### src/rtl/sync_merge_n_if.sv
// Handshake bundle between N_CH upstream 4-phase requesters and one downstream
// channel, with grant-index and busy status.
interface sync_merge_n_if #(
   parameter int N_CH  = 2,
   parameter int IDX_W = $clog2(N_CH)
);
   logic [N_CH-1:0]  req_in;
   logic [N_CH-1:0]  ack_out;
   logic [N_CH-1:0]  mask;
   logic             req_out;
   logic             ack_in;
   logic [IDX_W-1:0] sel_out;
   logic             busy;

   modport master (
      output req_in, mask, ack_in,
      input  ack_out, req_out, sel_out, busy
   );

   modport slave (
      input  req_in, mask, ack_in,
      output ack_out, req_out, sel_out, busy
   );
endinterface

### src/rtl/sync_merge_n.sv
// Merges N_CH asynchronous 4-phase request/ack channels onto one downstream
// 4-phase channel, either sharing one cycle (MODE 0) or round-robin (MODE 1).
module sync_merge_n #(
   parameter int N_CH        = 2,
   parameter int SYNC_STAGES = 2,
   parameter int MODE        = 0,
   parameter int IDX_W       = $clog2(N_CH)
) (
   input  logic         clk,
   input  logic         reset,
   sync_merge_n_if.slave bus
);

   typedef enum logic [1:0] {
      IDLE      = 2'b00,
      STARTING  = 2'b01,
      STABLE    = 2'b10,
      DISABLING = 2'b11
   } state_t;

   localparam int SW = N_CH + 1;

   // Requests and downstream ack share one synchroniser chain: bit N_CH is ack.
   logic [SW-1:0]   sync_q [SYNC_STAGES];
   logic [N_CH-1:0] req_s;
   logic            ack_s;

   // NOTE: the synchroniser array is cleared explicitly on reset so that no
   // stale request can leak into the FSM after reset is released.
   always_ff @(posedge clk) begin
      if (reset) begin
         for (int s = 0; s < SYNC_STAGES; s++) sync_q[s] <= '0;
      end else begin
         // NOTE: non-blocking assignments let every stage sample the previous
         // stage's old value, which is what makes this a shift chain.
         sync_q[0] <= {bus.ack_in, bus.req_in};
         for (int s = 1; s < SYNC_STAGES; s++) sync_q[s] <= sync_q[s-1];
      end
   end

   assign req_s = sync_q[SYNC_STAGES-1][N_CH-1:0];
   assign ack_s = sync_q[SYNC_STAGES-1][N_CH];

   state_t           state_q, state_d;
   logic             req_q, req_d;
   logic [N_CH-1:0]  ack_q, ack_d;
   logic [IDX_W-1:0] sel_q, sel_d;
   logic [IDX_W-1:0] ptr_q, ptr_d;
   logic             busy_q, busy_d;

   logic [N_CH-1:0]  elig;
   logic [N_CH-1:0]  keep;
   logic             win_found;
   logic [IDX_W-1:0] win_idx;

   assign elig = req_s & bus.mask;
   // Live acks survive a mask drop; only a fallen request releases them.
   assign keep = req_s & (bus.mask | ack_q);

   function automatic logic [IDX_W-1:0] wrap_add(input logic [IDX_W-1:0] base,
                                                 input int               off);
      int sum;
      sum = int'(base) + off;
      if (sum >= N_CH) sum = sum - N_CH;
      return sum[IDX_W-1:0];
   endfunction

   always_comb begin
      win_found = 1'b0;
      win_idx   = '0;
      for (int k = 0; k < N_CH; k++) begin
         if (!win_found && elig[wrap_add(ptr_q, k)]) begin
            win_found = 1'b1;
            win_idx   = wrap_add(ptr_q, k);
         end
      end
   end

   always_comb begin
      // NOTE: every output of this block is given a hold value first, so no
      // path through the case statement can infer a latch.
      state_d = state_q;
      req_d   = req_q;
      ack_d   = ack_q;
      sel_d   = sel_q;
      ptr_d   = ptr_q;

      if (MODE == 0) begin
         case (state_q)
            IDLE: begin
               ack_d = '0;
               if (|elig) begin
                  req_d   = 1'b1;
                  state_d = STARTING;
               end
            end
            STARTING: begin
               if (ack_s) begin
                  ack_d   = elig;
                  state_d = STABLE;
               end
            end
            STABLE: begin
               if (|keep) begin
                  ack_d = keep;
               end else begin
                  req_d   = 1'b0;
                  state_d = DISABLING;
               end
            end
            DISABLING: begin
               if (!ack_s) begin
                  ack_d   = '0;
                  state_d = IDLE;
               end
            end
            default: state_d = IDLE;
         endcase
      end else begin
         case (state_q)
            IDLE: begin
               ack_d = '0;
               if (win_found) begin
                  sel_d   = win_idx;
                  req_d   = 1'b1;
                  state_d = STARTING;
               end
            end
            STARTING: begin
               if (ack_s) begin
                  ack_d = '0;
                  // A requester that withdrew before the ack is never acked.
                  if (req_s[sel_q]) ack_d[sel_q] = 1'b1;
                  state_d = STABLE;
               end
            end
            STABLE: begin
               if (!req_s[sel_q]) begin
                  req_d   = 1'b0;
                  state_d = DISABLING;
               end
            end
            DISABLING: begin
               if (!ack_s) begin
                  ack_d   = '0;
                  ptr_d   = wrap_add(sel_q, 1);
                  state_d = IDLE;
               end
            end
            default: state_d = IDLE;
         endcase
      end

      busy_d = (state_d != IDLE);
   end

   always_ff @(posedge clk) begin
      if (reset) begin
         state_q <= IDLE;
         req_q   <= 1'b0;
         ack_q   <= '0;
         sel_q   <= '0;
         ptr_q   <= '0;
         busy_q  <= 1'b0;
      end else begin
         state_q <= state_d;
         req_q   <= req_d;
         ack_q   <= ack_d;
         sel_q   <= sel_d;
         ptr_q   <= ptr_d;
         busy_q  <= busy_d;
      end
   end

   assign bus.req_out = req_q;
   assign bus.ack_out = ack_q;
   assign bus.sel_out = sel_q;
   assign bus.busy    = busy_q;

endmodule

### src/flat_wrapper.sv
// flat-port wrapper written by rule: the top's interface ports become plain ports
module sync_merge_n_flat 
#(
   parameter int N_CH        = 2,
   parameter int SYNC_STAGES = 2,
   parameter int MODE        = 0,
   parameter int IDX_W       = $clog2(N_CH)
)
  (clk, reset, bus_req_in, bus_mask, bus_ack_in, bus_ack_out, bus_req_out, bus_sel_out, bus_busy);
  sync_merge_n_if #(.N_CH(N_CH), .IDX_W(IDX_W)) bus_i ();
  input  logic clk;
  input  logic reset;
  input wire logic [$bits(bus_i.req_in)-1:0] bus_req_in;
  input wire logic [$bits(bus_i.mask)-1:0] bus_mask;
  input wire logic [$bits(bus_i.ack_in)-1:0] bus_ack_in;
  output wire logic [$bits(bus_i.ack_out)-1:0] bus_ack_out;
  output wire logic [$bits(bus_i.req_out)-1:0] bus_req_out;
  output wire logic [$bits(bus_i.sel_out)-1:0] bus_sel_out;
  output wire logic [$bits(bus_i.busy)-1:0] bus_busy;
  assign bus_i.req_in = bus_req_in;
  assign bus_i.mask = bus_mask;
  assign bus_i.ack_in = bus_ack_in;
  assign bus_ack_out = bus_i.ack_out;
  assign bus_req_out = bus_i.req_out;
  assign bus_sel_out = bus_i.sel_out;
  assign bus_busy = bus_i.busy;
  sync_merge_n #(.N_CH(N_CH), .SYNC_STAGES(SYNC_STAGES), .MODE(MODE), .IDX_W(IDX_W)) u_core (.clk(clk), .reset(reset), .bus(bus_i));
endmodule
### config.mk
export PLATFORM = sky130hd
export DESIGN_NAME = sync_merge_n_flat
export DESIGN_NICKNAME = d
export VERILOG_FILES = /design/src/rtl/sync_merge_n_if.sv /design/src/rtl/sync_merge_n.sv /design/src/flat_wrapper.sv
export SDC_FILE = /design/constraint.sdc
export NUM_CORES = 1
export LEC_CHECK = 0
export ABC_AREA = 1
export CORE_MARGIN = 3
export CORE_UTILIZATION = 45
export DETAILED_ROUTE_END_ITERATION = 10
export DONT_BUFFER_PORTS = 1
export SYNTH_ARGS = -nofsm -noshare
export SYNTH_HDL_FRONTEND = slang
export SYNTH_SLANG_ARGS = --single-unit
### constraint.sdc
create_clock -name clk -period 1.7 [get_ports clk]
set_input_delay 0.51 -clock clk [delete_from_list [all_inputs] [get_ports clk]]
set_output_delay 0.51 -clock clk [all_outputs]
set_load 0.05 [all_outputs]
* After elaboration in Yosys (flattened, before gate mapping) *
Memory sizes are Yosys's and may differ from the RTL's.
Index checks and enable logic that the tools add are counted.

word-level totals
  register bits after elaboration = 6
  bits in latches = 0
  bits in writable memories = 6
  memory bits (read-only) = 0
  output and inout port bits = 5
  logic and storage cells = 42
  memories kept = 1

memory list
  memory         words  width  rd ports  clocked after memory_dff  wr ports  line                source
  u_core.sync_q  2      3      2         0                         2         sync_merge_n.sv:24  logic [SW-1:0] sync_q [SYNC_STAGES];

cells by class
  add/subtract/negate cells = 0
  multipliers = 0
  divide/modulo/power cells = 0
  $lt $le $gt $ge = 0
  equality and inequality tests = 8
  shifts and indexed selects = 0
  multiplexer cells = 17
  bitwise gates (word level) = 5
  reductions and logical operators = 7

operators with widths
  cell                                                  number
  case mux 2 bit (4 select lines)                       2
  2-to-1 mux 2 bit                                      7
  2-to-1 mux 3 bit                                      2
  != test 2 x 1 -> 1 bit (second input constant)        3
  AND reduction 3 bit                                   2
  2-to-1 mux 1 bit                                      5
  AND 2 bit                                             2
  equality test 2 bit (second input constant)           2
  != test 2 bit (second input constant)                 2
  nonzero test 2 bit                                    2
  OR reduction 2 bit                                    2
  equality test 2 x 1 -> 1 bit (second input constant)  1
  logical NOT 2 bit                                     1
  OR 1 bit                                              2
  OR 2 bit                                              1
  case mux 1 bit (2 select lines)                       1

* Logic depth before layout (Yosys ltp) *
  word-level depth = 6
  depth in mapped cells = 8

* Worst setup path before layout *
No wires, ideal clock.

  path kind = register -> register
  start = register u_core.ack_q[1], in the netlist u_core.bus.ack_out[1]
  end = register u_core.busy_q, in the netlist u_core.bus.busy
  setup time = 114 ps
  arrival time = 1161 ps
  required time = 1586 ps
  setup slack = 426 ps
  cell stages (with the launch flop) = 8
  clock period less this slack = 1274 ps
  cells stage by stage = dfxtp_1 -> nand2_1 -> nand2_2 -> nor2_4 -> nand2_2 -> nand3_1 -> nand2_1 -> nand2_1

on the way
  cells in the longest elaborated chain, start to end = 6

RTL lines
  element                          line                 source
  start: declaration               sync_merge_n.sv:46   logic [N_CH-1:0] ack_q, ack_d;
  start signal: assignment         sync_merge_n.sv:168  ack_q <= ack_d;
  OR 2 bit                         sync_merge_n.sv:58   assign keep = req_s & (bus.mask | ack_q);
  AND 2 bit                        sync_merge_n.sv:58
  OR reduction 2 bit               sync_merge_n.sv:104  if (|keep) begin
  2-to-1 mux 2 bit                 sync_merge_n.sv:104
  case mux 2 bit (4 select lines)  sync_merge_n.sv:89   case (state_q)
  nonzero test 2 bit               sync_merge_n.sv:154  busy_d = (state_d != IDLE);
  end signal: assignment           sync_merge_n.sv:171  busy_q <= busy_d;
  end: declaration                 sync_merge_n.sv:49   logic busy_q, busy_d;

Every way passes these cells.
A chain may end at the register's enable or synchronous reset.

* Worst setup path after layout *
  start = register u_core.req_q, in the netlist u_core.bus.req_out
  end = output port bus_req_out

RTL lines
  element                   line                 source
  start: declaration        sync_merge_n.sv:45   logic req_q, req_d;
  start signal: assignment  sync_merge_n.sv:167  req_q <= req_d;
  end: declaration          flat_wrapper.sv:17   output wire logic [$bits(bus_i.req_out)-1:0] bus_req_out;

No word-level cell between the ends.

==> results.toml <==
[synth]
ys_types = 15
syn-cell-area_um2 = 600.6
synth_cells = 87
yosysSeqAreaShare_pct = 40.00
synth_warnings = 0
synth_nets = 98
ys_ff_latch = 12
syn_area_per_cell_um2 = 6.903
yosys-top-cells-area = "dfxtp_1 40%, inv_1 11%, nand2_1 10%"
synth_top_cell_by_area = "dfxtp_1"
yosysTopAreaCellShare_pct = 40.00

[clock_tree]
cts_sinks = 12
root_buffer = "clkbuf_4"
clk_latency_ns = 0.26
path_clk_slew_ns = 0.07
clk_path_buf_depth = 2
postCtsHoldBufs = 0
cts_setup_buffers = 0
cts-buffers-inserted = 3
cts_resized = 0
cts_htree_levels = 1
cts_tree = "done"

[min_path]
min_from = "reset"
hp-class = "input pin to register"
hold_path_end = "u_core.sync_q[0][0]"
holdPathStages = 1

[grt]
grt_max_degree = 11
grt_pass1_wl_um = 1669
grt_overflow = 0
grt_usage_pct = 12.18
grt_pass1_vias = 417
antenna_found_initial = 0

[routing]
wl_per_cell_um = 9.433
first_pass_iters = 4
drtIter0Drc = 7
num_vias = 481
avgViaCountPerCell = 4.625
drc = 0
postRouteAntennaNets = 0
routed_wl_um = 981

[finish]
final_cell_mix = "18 x inv_1, 16 x nand2_1, 13 x nor2_1"
drive_gt1_share_pct = 12.22
antenna_cells = 0
fin_nets = 103
final_common_cell = "inv_1"
syn_to_final_growth_pct = 7.083
fill_cells = 117

[timing]
setup_violations = 0
setup-tns-final_ns = 0
min_period_ns = 1.405
relSlewSlack_pct = 66.49
slew_viol_final = 0
worst_pin_slew_ns = 0.5020
max_freq_mhz = 711.8
setup_ws_ns = 0.2951
final-hold-violation-count = 0
clock_skew_ns = 0.005236
fin_crit_sh_pct = 82.64
rsz0062_at_grt = "false"

[setup_path]
ff2ff_path_depth = 8
critPathArrivalTime_ns = 0.89
worstPathRequired_ns = 1.19
rrSetupSlack_ns = 0.30
worstPathMaxFanout = 2
critical_path_class = "register to output port"
worst_r2r_endpoint = "u_core.bus.busy"
cp-end-kind = "output port"
rr_startpoint = "u_core.state_q[0]"
cp-start-kind = "register"

[placement]
dp_hpwl_um = 796.8
portBuffers = 0
place_ws_ns = 0.3194
finalWeightedCongestion = 0.8544

[die]
start_util_pct = 51.28
rows = 12
io_pins = 12
dieHeight_um = 42.53
core-area_um2 = 1171
die_w_um = 42.53
die_area_um2 = 1809

[power_and_ir_drop]
p_total_w = 0.0006897
p_leak_nw = 0.3442
powerDensity_nw_per_um2 = 1072
ir_worst_vdd_mv = 0.5451

[run]
maxCapViolations = 0

[outcome]
status = "finished clean"
-- cell usage after synthesis, drive strengths merged --
library cell / count
nand2: 19
inv: 18
nor2: 16
dfxtp: 12
nand3: 11
ha: 4
a21oi: 2
buf: 2
o21ai: 2
conb: 1
-- registers in the layout, summed over array words and instances (netlist names) --
name and cells:
u_core.bus.req_out 1, u_core.bus.busy 1, u_core.state_q 2, u_core.bus.ack_out 2, u_core.sync_q 6
-- cell type report --
cell class                      count  area, um^2  area share, %
Clock buffer                        3       22.52          3.502
Sequential cell                    12       240.2          37.35
Timing Repair Buffer                2       15.01          2.335
Multi-Input combinational cell     55       280.3          43.58
Inverter                           18       67.56          10.51
Tap cell                           14       17.52          2.724
-- per-stage QoR --
stage / utilization [%] / std cells / hold WS, ns / instance area, um^2
4_1_cts: 54.91 / 104 / 0.2990 / 643.1
3_3_place_gp: 52.99 / 101 / 0.3885 / 620.6
3_5_place_dp: 52.99 / 101 / 0.3978 / 620.6
2_1_floorplan: - / 87 / 0.3883 / 600.6
6_report: 54.91 / 104 / 0.3041 / 643.1
5_1_grt: 54.91 / 104 / 0.2889 / 643.1
-- report_power, final --
| part | total (W) | switching, W | internal [W] |
|---|---|---|---|
| clock network | 0.000166 | 0.0000845 | 0.0000817 |
| registers | 0.000370 | 0.0000596 | 0.000311 |
| logic | 0.000153 | 0.0000996 | 0.0000536 |
| total | 0.000690 | 0.000244 | 0.000446 |
-- worst max path at each step --
| stage | startpoint | slack, ns | endpoint | cells after the start |
|---|---|---|---|---|
| finish | u_core.bus.req_out | 0.30 | bus_req_out | 0 |
| global route | u_core.state_q[0] | 0.1 | u_core.bus.busy | 8 |
| CTS | u_core.bus.req_out | 0.29 | bus_req_out | 0 |
| detailed placement | u_core.state_q[0] | 0.32 | u_core.bus.busy | 8 |
| global placement | u_core.state_q[0] | 0.36 | u_core.bus.busy | 8 |
| floorplan | u_core.bus.ack_out[1] | 0.43 | u_core.bus.busy | 7 |
-- logic make-up after synthesis --
group           Yosys count  share of synthesized area [%]
flops                    12                          40.00
buf+inv                  20                          13.33
simple gates             46                          34.38
compound gates            4                          3.332
fa+ha+maj                 4                          8.334
other cells               1                         0.6244
-- per-layer routing --
layer	global-route usage [%]	wire length, um
met1	16.24	504
met2	17.63	415
met3	3.863	47
met4	5.590	13
met5	0	0
Note: power is estimated with default switching activity, not from simulation.
